<file path="src/rtl/vc_sw_arbiter_6.sv">
// Six-VC switch-allocation arbiter: round-robin grant on head flits, held until the tail
// flit leaves, with a per-VC downstream credit counter gating every transfer.
module vc_sw_arbiter_6 #(
    parameter int CREDIT_DEPTH = 4
) (
    input  logic       clk,
    input  logic       rstn,
    input  logic [5:0] req,
    input  logic [5:0] head,
    input  logic [5:0] tail,
    input  logic [5:0] credit_ret,
    output logic [5:0] mux_sel,
    output logic [5:0] pop,
    output logic       credit_err
);
    localparam logic [3:0] CNT_MAX = 4'(CREDIT_DEPTH);

    typedef enum logic {IDLE = 1'b0, LOCKED = 1'b1} state_t;

    state_t     state_reg, state_next;
    logic [5:0] mux_sel_reg, mux_sel_next;
    logic [2:0] ptr_reg, ptr_next;
    logic [3:0] cnt_reg  [6];
    logic [3:0] cnt_next [6];
    logic       credit_err_reg;
    logic [5:0] fire;
    logic [5:0] elig;
    logic [5:0] ret_ovf;
    logic       found;
    logic [3:0] cand;

    genvar gi;
    generate
        for (gi = 0; gi < 6; gi++) begin : g_vc
            logic has_credit;
            logic full;
            logic dec;
            logic inc;
            assign has_credit   = (cnt_reg[gi] != 4'd0);
            assign full         = (cnt_reg[gi] == CNT_MAX);
            assign fire[gi]     = mux_sel_reg[gi] & req[gi] & has_credit;
            assign elig[gi]     = req[gi] & head[gi] & has_credit;
            // A simultaneous transfer and credit return cancel out, even at full count.
            assign dec          = fire[gi] & ~credit_ret[gi];
            assign inc          = credit_ret[gi] & ~fire[gi] & ~full;
            assign ret_ovf[gi]  = credit_ret[gi] & ~fire[gi] & full;
            assign cnt_next[gi] = dec ? (cnt_reg[gi] - 4'd1) :
                                  inc ? (cnt_reg[gi] + 4'd1) : cnt_reg[gi];
        end
    endgenerate

    always_ff @(posedge clk or negedge rstn) begin
        if (!rstn) begin
            state_reg      <= IDLE;
            mux_sel_reg    <= '0;
            ptr_reg        <= 3'd5;
            credit_err_reg <= 1'b0;
            for (int i = 0; i < 6; i++) begin
                cnt_reg[i] <= CNT_MAX;
            end
        end else begin
            state_reg      <= state_next;
            mux_sel_reg    <= mux_sel_next;
            ptr_reg        <= ptr_next;
            credit_err_reg <= credit_err_reg | (|ret_ovf);
            for (int i = 0; i < 6; i++) begin
                cnt_reg[i] <= cnt_next[i];
            end
        end
    end

    always_comb begin
        state_next   = state_reg;
        mux_sel_next = mux_sel_reg;
        ptr_next     = ptr_reg;
        found        = 1'b0;
        cand         = 4'd0;
        case (state_reg)
            IDLE: begin
                mux_sel_next = '0;
                // Circular search starting one past the last winner.
                for (int k = 1; k <= 6; k++) begin
                    cand = {1'b0, ptr_reg} + 4'(k);
                    if (cand >= 4'd6) begin
                        cand = cand - 4'd6;
                    end
                    if (!found && elig[cand[2:0]]) begin
                        found    = 1'b1;
                        ptr_next = cand[2:0];
                    end
                end
                if (found) begin
                    mux_sel_next = 6'd1 << ptr_next;
                    state_next   = LOCKED;
                end
            end
            LOCKED: begin
                if (|(fire & tail)) begin
                    mux_sel_next = '0;
                    state_next   = IDLE;
                end
            end
            default: begin
                state_next = IDLE;
            end
        endcase
    end

    assign mux_sel    = mux_sel_reg;
    assign pop        = fire;
    assign credit_err = credit_err_reg;
endmodule

</file>
<file path="config.mk">
export PLATFORM = sky130hd
export DESIGN_NAME = vc_sw_arbiter_6
export DESIGN_NICKNAME = d
export VERILOG_FILES = /design/src/rtl/vc_sw_arbiter_6.sv
export SDC_FILE = /design/constraint.sdc
export NUM_CORES = 1
export LEC_CHECK = 0
export ABC_CLOCK_PERIOD_IN_PS = 6200
export CELL_PAD_IN_SITES_DETAIL_PLACEMENT = 1
export CELL_PAD_IN_SITES_GLOBAL_PLACEMENT = 1
export CORE_MARGIN = 8
export CORE_UTILIZATION = 45
export DETAILED_ROUTE_END_ITERATION = 8
export GPL_TIMING_DRIVEN = 0
export PLACE_DENSITY_LB_ADDON = 0.08
export SLEW_MARGIN = 20
export SYNTH_ARGS = -nofsm -noshare
export SYNTH_HDL_FRONTEND = slang
export SYNTH_SLANG_ARGS = --single-unit
export TNS_END_PERCENT = 5
</file>
<file path="constraint.sdc">
create_clock -name clk -period 6.2 [get_ports clk]
set_input_delay 0.93 -clock clk [delete_from_list [all_inputs] [get_ports clk]]
set_output_delay 0.93 -clock clk [all_outputs]
set_load 0.02 [all_outputs]
</file>
Word level (Yosys, flattened, before mapping) --
Cells that the tools add are included.
Word-level totals: bits of input ports 26, word-level logic and storage cells 208, register bits after elaboration 35
Operators by class: reduce and logical (&&, ||, !) cells 24, bitwise operators 69, equality and inequality tests 7, add/sub/neg operators 24, order comparisons 12, shift-type cells 1, mux-type cells 61
Operator list (number):
- $mux 3 | 19
- $and 1x1->1 | 48
- $mux 4 | 12
- $add 4x1->4 const B | 6
- $eq 4x3->1 const B | 6
- $ge 4x3->1 const B | 6
- $lt 3x4->1 const B | 6
- $reduce_bool 4->1 | 6
- $sub 4x1->4 const B | 6
- $mux 1 | 20
- $not 1->1 | 19
- $bmux 1 s3 | 6
- $sub 3x3->3 const B | 6
- $add 3x3->4 const B | 3
- $mux 6 | 2
- $pmux 6 s2 | 1
- $reduce_bool 2->1 | 6
- $reduce_or 6->1 | 2
- $add 3x2->4 const B | 2
- $and 6x6->6 | 1
- $shl 1x3->6 const A | 1
- $logic_and 1x1->1 | 5
- $logic_not 1->1 | 5
- $add 3x1->4 const B | 1
- other kinds (3) | 3

Depth between registers and ports, before layout --
Gate-level depths: netlist of the first run.
depth after elaboration 31, gate-level depth with buffers 13

Least setup slack after synthesis of the first run --
OpenSTA, ideal clock, no wires.
kind flip-flop to flip-flop, from register ptr_reg[2], to register mux_sel_reg[0] (netlist: mux_sel[0]), data arrival time 2.738 ns, buffers on the path 1, required time 6.123 ns, library setup time 0.077 ns, setup slack 3.385 ns, period minus slack after synthesis 2.815 ns, cell stages (with the launch flop) 14, cells stage by stage dfstp_2 -> buf_2 -> inv_1 -> ha_1 -> a211o_1 -> o21ai_0 -> or3_1 -> a21o_1 -> and3_1 -> o21bai_1 -> a21oi_1 -> xnor2_1 -> nand3_1 -> o21ai_1
On the way: cells in the longest elaborated chain, start to end 31, elaborated cells between the ends (all ways) 74, classes of those cells add/sub (12); order compare (6); shift (1); mux (45); reduce/logical (10)
RTL lines:
- from (decl) | line 22 | logic [2:0] ptr_reg, ptr_next;
- from (signal assigned) | line 64 | ptr_reg <= ptr_next;
- $add 3x1->4 | line 83 | cand = {1'b0, ptr_reg} + 4'(k);
- $ge 4x3->1 / $sub 3x3->3 (equally long branches) | line 84, 85
- $mux 3 | line 84 | if (cand >= 4'd6) begin
- $mux 3 | line 78 | case (state_reg)
- $bmux 1 s3 | line 87 | if (!found && elig[cand[2:0]]) begin
- $mux 1 (not written as such) | line 87
- $mux 1 | line 87
- $mux 1 | line 78
- [... 15 more ...]
- $mux 1 | line 78
- $logic_not 1->1 | line 87
- $logic_and 1x1->1 | line 87
- $mux 3 | line 87
- $mux 3 | line 78
- $shl 1x3->6 | line 93 | mux_sel_next = 6'd1 << ptr_next;
- $mux 6 (*) | line 92 | if (found) begin
- $pmux 6 s2 (*) | line 78
- to (signal assigned) | line 63 | mux_sel_reg <= mux_sel_next;
- to (decl) | line 21 | logic [5:0] mux_sel_reg, mux_sel_next;
Every way passes the cells marked *; elsewhere a longest branch is shown, timed or not. The select of a mux whose other input is x is not followed. A chain may end at the register's enable or synchronous reset.

Worst setup path in the final report of the first run --
from input req[4], to register ptr_reg[1]
On the way: cells in the longest elaborated chain, start to end 26, elaborated cells between the ends (all ways) 41, classes of those cells mux (29); bitwise (2); reduce/logical (10)
RTL lines:
- from (decl) | line 8 | input logic [5:0] req,
- $and 1x1->1 (*) (2 in series) | line 42 | assign elig[gi] = req[gi] & head[gi] & has_credit;
- $bmux 1 s3 | line 87
- $mux 1 (not written as such) | line 87
- $mux 1 | line 87
- $mux 1 | line 78
- $logic_not 1->1 | line 87
- $logic_and 1x1->1 | line 87
- $mux 1 | line 87
- [... 9 more ...]
- $logic_not 1->1 | line 87
- $logic_and 1x1->1 | line 87
- $mux 1 | line 87
- $mux 1 | line 78
- $logic_not 1->1 | line 87
- $logic_and 1x1->1 | line 87
- $mux 3 (*) | line 87
- $mux 3 (*) | line 78
Marked as above.

==> results.cfg, run 1 <==
[synthesis]
syn-num-nets = 422
synth_flop_cell = dfrtp_1
synth_cell_types = 58
yosysMostFrequentCell = nand2_1
synthCells = 370
synth.area.top_cells = dfrtp_1 (22%), ha_1 (8.3%), dfstp_2 (6.9%)
synth-seq-cells = 35
syn_avg_cell_area_um2 = 8.19
synthTopCellsByCount = nand2_1 (49), inv_1 (30), a21oi_1 (27), dfrtp_1 (27), nor2_1 (27)
synth_warnings = 0
synth_top_cell_area_share_pct = 22.3
synth_area_um2 = 3030
synth-seq-area-share_pct = 29.2
synth_edf_count = 0
async_reset_ff_share_pct = 100
synth_top_area_cell = dfrtp_1

[floorplanning]
die_w_um = 98.1
rows = 30
core_area_um2 = 6640
fp.dieArea_um2 = 9620
die_y_um = 98.1
start_util_pct = 45.6
top_level_ports = 39

[placement]
pre_cts_slack_ns = 2.41
place_hpwl_mm = 7.05
dpl.cell_count = 489
gp_congestion = 0.839
port_buffers = 38

[setup_path]
cp_max_fo = 6
crit_type = in2reg
worstPathRequired_ns = 6.36
critPathArrivalTime_ns = 3.73
crit_path_end_kind = flip-flop
r2r_cells = 12
rr_startpoint = ptr_reg[1]$_DFFE_PN0N_
r2r-end = mux_sel[2]$_DFFE_PN0P_
regToRegSetupSlack_ns = 2.69
startpoint_type = input pin

[power]
peakVddDrop_mv = 0.239
p_leak_nw = 1.61
powerDensity_nw_per_um2 = 546

[cts]
h-tree-depth = 2
cts_sinks = 35
clk-insertion-delay-late_ns = 0.29
postCtsSetupBuffers = 0
cts_hold_buf = 0
root_buffer = clkbuf_8
cts.repair.resized = 0
cts_buffers = 5
cts_max_path_buffers = 2
cts_tree = yes
cts.clk_slew.worst_paths_ns = 0.08

[sta]
worst_slack_ns = 2.63
hold_viol_final = 0
timing.final.crit_share_pct = 57.7
fmax_mhz = 280
setup_tns_ns = 0
slew_headroom_pct = 45.7
worstMarginPinSlew_ns = 0.812
drv_slew = 0
rsz0062_at_grt = no
min_period_ns = 3.57
hold_slack_ns = 0.505
setup_violations = 0
finalClockSkew_ns = 0.00769

[detailed_routing]
vias_per_cell = 5.83
drt-total-wl_mm = 8.68
vias = 2897
ant_nets = 0
drtIter0Drc = 94
first_pass_iters = 5
wl_per_cell_um = 17.5
drc = 0

[hold_path]
min_to = cnt_reg[19]$_DFFE_PN0P_
hp-start = cnt_reg[19]$_DFFE_PN0P_
holdPathStages = 1
min_path_type = reg2reg

[grt]
grt_usage_pct = 18.4
first_global_vias = 3066
grt_pass1_wl_mm = 14.6
antenna_found_initial = 0
grt_max_degree = 20
overflow = 0

[final_layout]
antenna_cells = 0
postLayoutCoreUtil_pct = 54.5
syn_to_final_growth_pct = 19.4
fin_nets = 468
drive_gt1_share_pct = 6.24
instances_no_fill = 497
largest_reg_flops = 24

[outcome]
status = complete, no violations

[run]
drv_cap = 0
-- power breakdown --
group	switching, mW	internal, mW
logic	0.786	0.534
clock network	0.0918	0.0797
registers	0.134	0.352
-- cells in the final DEF, fill, tap and decap left out, types with 7 or more instances in the layout --
cell             netlist  layout
a21o_1                 7       7
o21ai_0               25      25
dfstp_2                8       8
dfrtp_1               27      27
ha_1                  20      20
inv_1                 30      30
clkdlybuf4s50_1        0      37
nor2_1                27      27
nor3_1                10      10
a21oi_1               27      27
xor2_1                10      10
xnor2_1               16      16
nand3_1               19      19
nand2_1               49      49
-- area by class of cell --
| cell class | count | area, um^2 |
|---|---|---|
| fillers | 846 | 3030 |
| multi-input cells | 299 | 2010 |
| flip-flops and latches | 35 | 886 |
| repair buffers | 39 | 403 |
| inverters | 31 | 116 |
| well taps | 80 | 100 |
| clock buffers | 7 | 76.3 |
| plain buffers | 5 | 20.0 |
| clock inverters | 1 | 7.51 |
-- per-layer routing --
| layer | GRT usage [%] | vias to the layer above | share of wire, % |
|---|---|---|---|
| li1 | - | 1412 | - |
| met1 | 22.4 | 1430 | 46 |
| met2 | 32.7 | 48 | 50 |
| met3 | 3.20 | 7 | 3.9 |
| met4 | 4.56 | 0 | 0.75 |
| met5 | 0 | - | 0 |
-- cells by family (layout without fill, tap and decap cells) --
group           Yosys count  after routing  synth area share [%]
compound gates          103            103                  22.0
xor+xnor                 26             26                  7.51
fa+ha+maj                26             26                  12.2
buf+inv                  36             83                  4.50
flops                    35             35                  29.2
mux                       7              7                  2.72
simple gates            137            137                  21.8
-- worst max-delay path by stage --
stage                                       from                     end  slack, ns  depth (start not counted)
after detailed placement                  req[3]  mux_sel[2]$_DFFE_PN0P_       2.41                         10
final                                     req[4]  ptr_reg[1]$_DFFE_PN0N_       2.63                         11
after CTS                                 req[4]  ptr_reg[1]$_DFFE_PN0N_       2.69                         11
after floorplan           ptr_reg[2]$_DFFE_PN1N_  mux_sel[0]$_DFFE_PN0P_       3.38                         13
after global placement                    req[4]  mux_sel[3]$_DFFE_PN0P_       2.41                         10
after global routing      ptr_reg[1]$_DFFE_PN0N_  mux_sel[3]$_DFFE_PN0P_       2.29                         12
-- critical path, stage by stage --
cell and delay, ns:
clkdlybuf4s50_1 0.49, o41ai_1 0.14, o32ai_1 0.71, o21ai_0 0.33, nand3_1 0.20, nor2_1 0.06
o21ai_1 0.11, o21ai_0 0.12, a41oi_1 0.31, o22a_1 0.24, mux2i_1 0.10
-- metrics by stage --
step | instance area, um^2 | power (mW)
after floorplan | 3030 | 1.46
after global placement | 3510 | 1.74
after detailed placement | 3530 | 1.79
after CTS | 3620 | 1.98
after global routing | 3620 | 2.16
final | 3620 | 1.98
Note: power is estimated with default switching activity, not from simulation.
==> inputs of run 2 (changes only) <==
ABC_CLOCK_PERIOD_IN_PS = 3070   (was 6200)
CORE_UTILIZATION = 38   (was 45)
clock period = 3.07 ns   (was 6.2 ns; I/O delays follow)
==> results.cfg, run 2 (synthesized netlist as in run 1, its figures left out) <==
[sta]
finalClockSkew_ns = 0.0129
drv_slew = 0
worstMarginPinSlew_ns = 0.608
setup_violations = 0
hold_slack_ns = 0.512
worst_slack_ns = 0.0850
timing.final.crit_share_pct = 97.2
slew_headroom_pct = 59.0
fmax_mhz = 335
hold_viol_final = 0
min_period_ns = 2.98

[grt]
overflow = 0
grt_max_degree = 32
antenna_found_initial = 0
first_global_vias = 3075
grt_pass1_wl_mm = 15.2
grt_usage_pct = 16.6

[detailed_routing]
drt-total-wl_mm = 9.32
first_pass_iters = 4
ant_nets = 0
drc = 0
drtIter0Drc = 87
wl_per_cell_um = 17.7
vias = 2915
vias_per_cell = 5.55

[floorplanning]
die_y_um = 105
core_area_um2 = 7730
top_level_ports = 39
rows = 32
start_util_pct = 39.2
fp.dieArea_um2 = 11100
die_w_um = 105

[power]
seq_power_share_pct = 21.7
powerDensity_nw_per_um2 = 1160
p_int_mw = 2.30
p_sw_mw = 2.32
clock_power_share_pct = 8.1
peakVddDrop_mv = 0.418
combPwrFrac_pct = 70.2
swShare_pct = 50.2
p_leak_nw = 1.73

[cts]
cts_max_path_buffers = 2
h-tree-depth = 2
clk-insertion-delay-late_ns = 0.30
cts_buffers = 5
cts.clk_slew.worst_paths_ns = 0.08
cts_sinks = 35
root_buffer = clkbuf_8
cts_tree = yes

[setup_path]
critPathArrivalTime_ns = 3.20
r2r_cells = 14
crit_path_end_kind = flip-flop
path_cells = buf_8 > clkinvlp_4 > ha_4 > a211o_1 > o21a_1 > o22ai_1 > nand2_1 > and3_4 > o21bai_1 > a21oi_2 > buf_4 > xnor2_2 > nand3_1 > o21ai_1
cpPeakStageDelay_ns = 0.57
startpoint_type = flip-flop
crit_type = reg2reg
crit_slowest_cell = dfstp_2
cp_max_fo = 5
worstPathRequired_ns = 3.29

[final_layout]
antenna_cells = 0
postLayoutCoreUtil_pct = 51.3
syn_to_final_growth_pct = 30.8
instances_no_fill = 525
final_cell_mix = nand2_1 (49), clkdlybuf4s50_1 (37), inv_1 (28)
drive_gt1_share_pct = 17.5
final_common_cell = nand2_1
largest_reg_flops = 24
fin_nets = 474

[placement]
place_hpwl_mm = 7.25
dpl.cell_count = 511
pre_cts_slack_ns = -0.434
port_buffers = 38
gp_congestion = 0.836

[hold_path]
min_path_type = in2async

[run]
drv_cap = 0

[outcome]
status = complete, no violations
==> run 2: power groups by stage <==
stage	registers, mW	clock network [mW]	logic (mW)
after floorplan	0.921	0	2.02
after global placement	0.978	0	2.57
after detailed placement	0.985	0	2.65
final	1.00	0.371	3.24
after CTS	0.978	0.387	2.86
after global routing	1.05	0.409	3.57
==> run 2: what timing repair did <==
action | CTS | global route
gates resized for setup | 23 | 34
hold endpoints to repair | 1 | 0
setup endpoints to repair | 10 | 9
hold buffers | 1 | 0
pin swaps | 3 | 6
setup buffers | 2 | 5
==> run 2: final cells by class <==
type,count,area (um^2)
clock inverter,2,16.3
multi-input combinational,299,2240
sequential,35,887
timing repair buffer,47,458
fill,916,3760
clock buffer,6,82.6
tap,102,128
buffer,3,27.5
inverter,31,124
==> run 2: final timing paths <==
check	start	to	slack [ns]
setup / recovery	ptr_reg[2]$_DFFE_PN1N_	mux_sel[3]$_DFFE_PN0P_	0.09
hold / removal	rstn	cnt_reg[16]$_DFFE_PN0P_	0.51
setup reg to reg	ptr_reg[2]$_DFFE_PN1N_	mux_sel[3]$_DFFE_PN0P_	0.09
hold reg to reg	cnt_reg[19]$_DFFE_PN0P_	cnt_reg[19]$_DFFE_PN0P_	0.51
max in group asynchronous	rstn	cnt_reg[6]$_DFFE_PN1P_	2.07
min in group clk	cnt_reg[19]$_DFFE_PN0P_	cnt_reg[19]$_DFFE_PN0P_	0.51
==> run 2: stage by stage <==
| stage | area [um^2] | power (mW) | TNS [ns] |
|---|---|---|---|
| final | 3970 | 4.61 | 0 |
| after global routing | 3970 | 5.03 | -0.124 |
| after CTS | 3770 | 4.23 | 0 |
| after detailed placement | 3550 | 3.64 | -3.16 |
| after global placement | 3540 | 3.54 | -2.81 |
| after floorplan | 3030 | 2.94 | 0 |
==> run 2: layer usage <==
metal  vias up  routed length, um  share of wire (%)  track usage (%)
met1      1439               4260                 46             20.5
met4         0                126                1.4             4.38
met3        10                302                3.2             3.17
li1       1426                  -                  -                -
met5         -                  0                  0                0
met2        40               4620                 50             28.9
==> run 2: worst max-delay path: cells and delay by family, from the launching register on <==
family | cells | cell delay, ns
and+or+nand+nor | 3 | 0.49
adders and majority gates | 1 | 0.20
buffers and inverters | 3 | 0.41
AOI/OAI and AO/OA | 6 | 1.08
xor gates and xnor gates | 1 | 0.16
DFF | 1 | 0.57
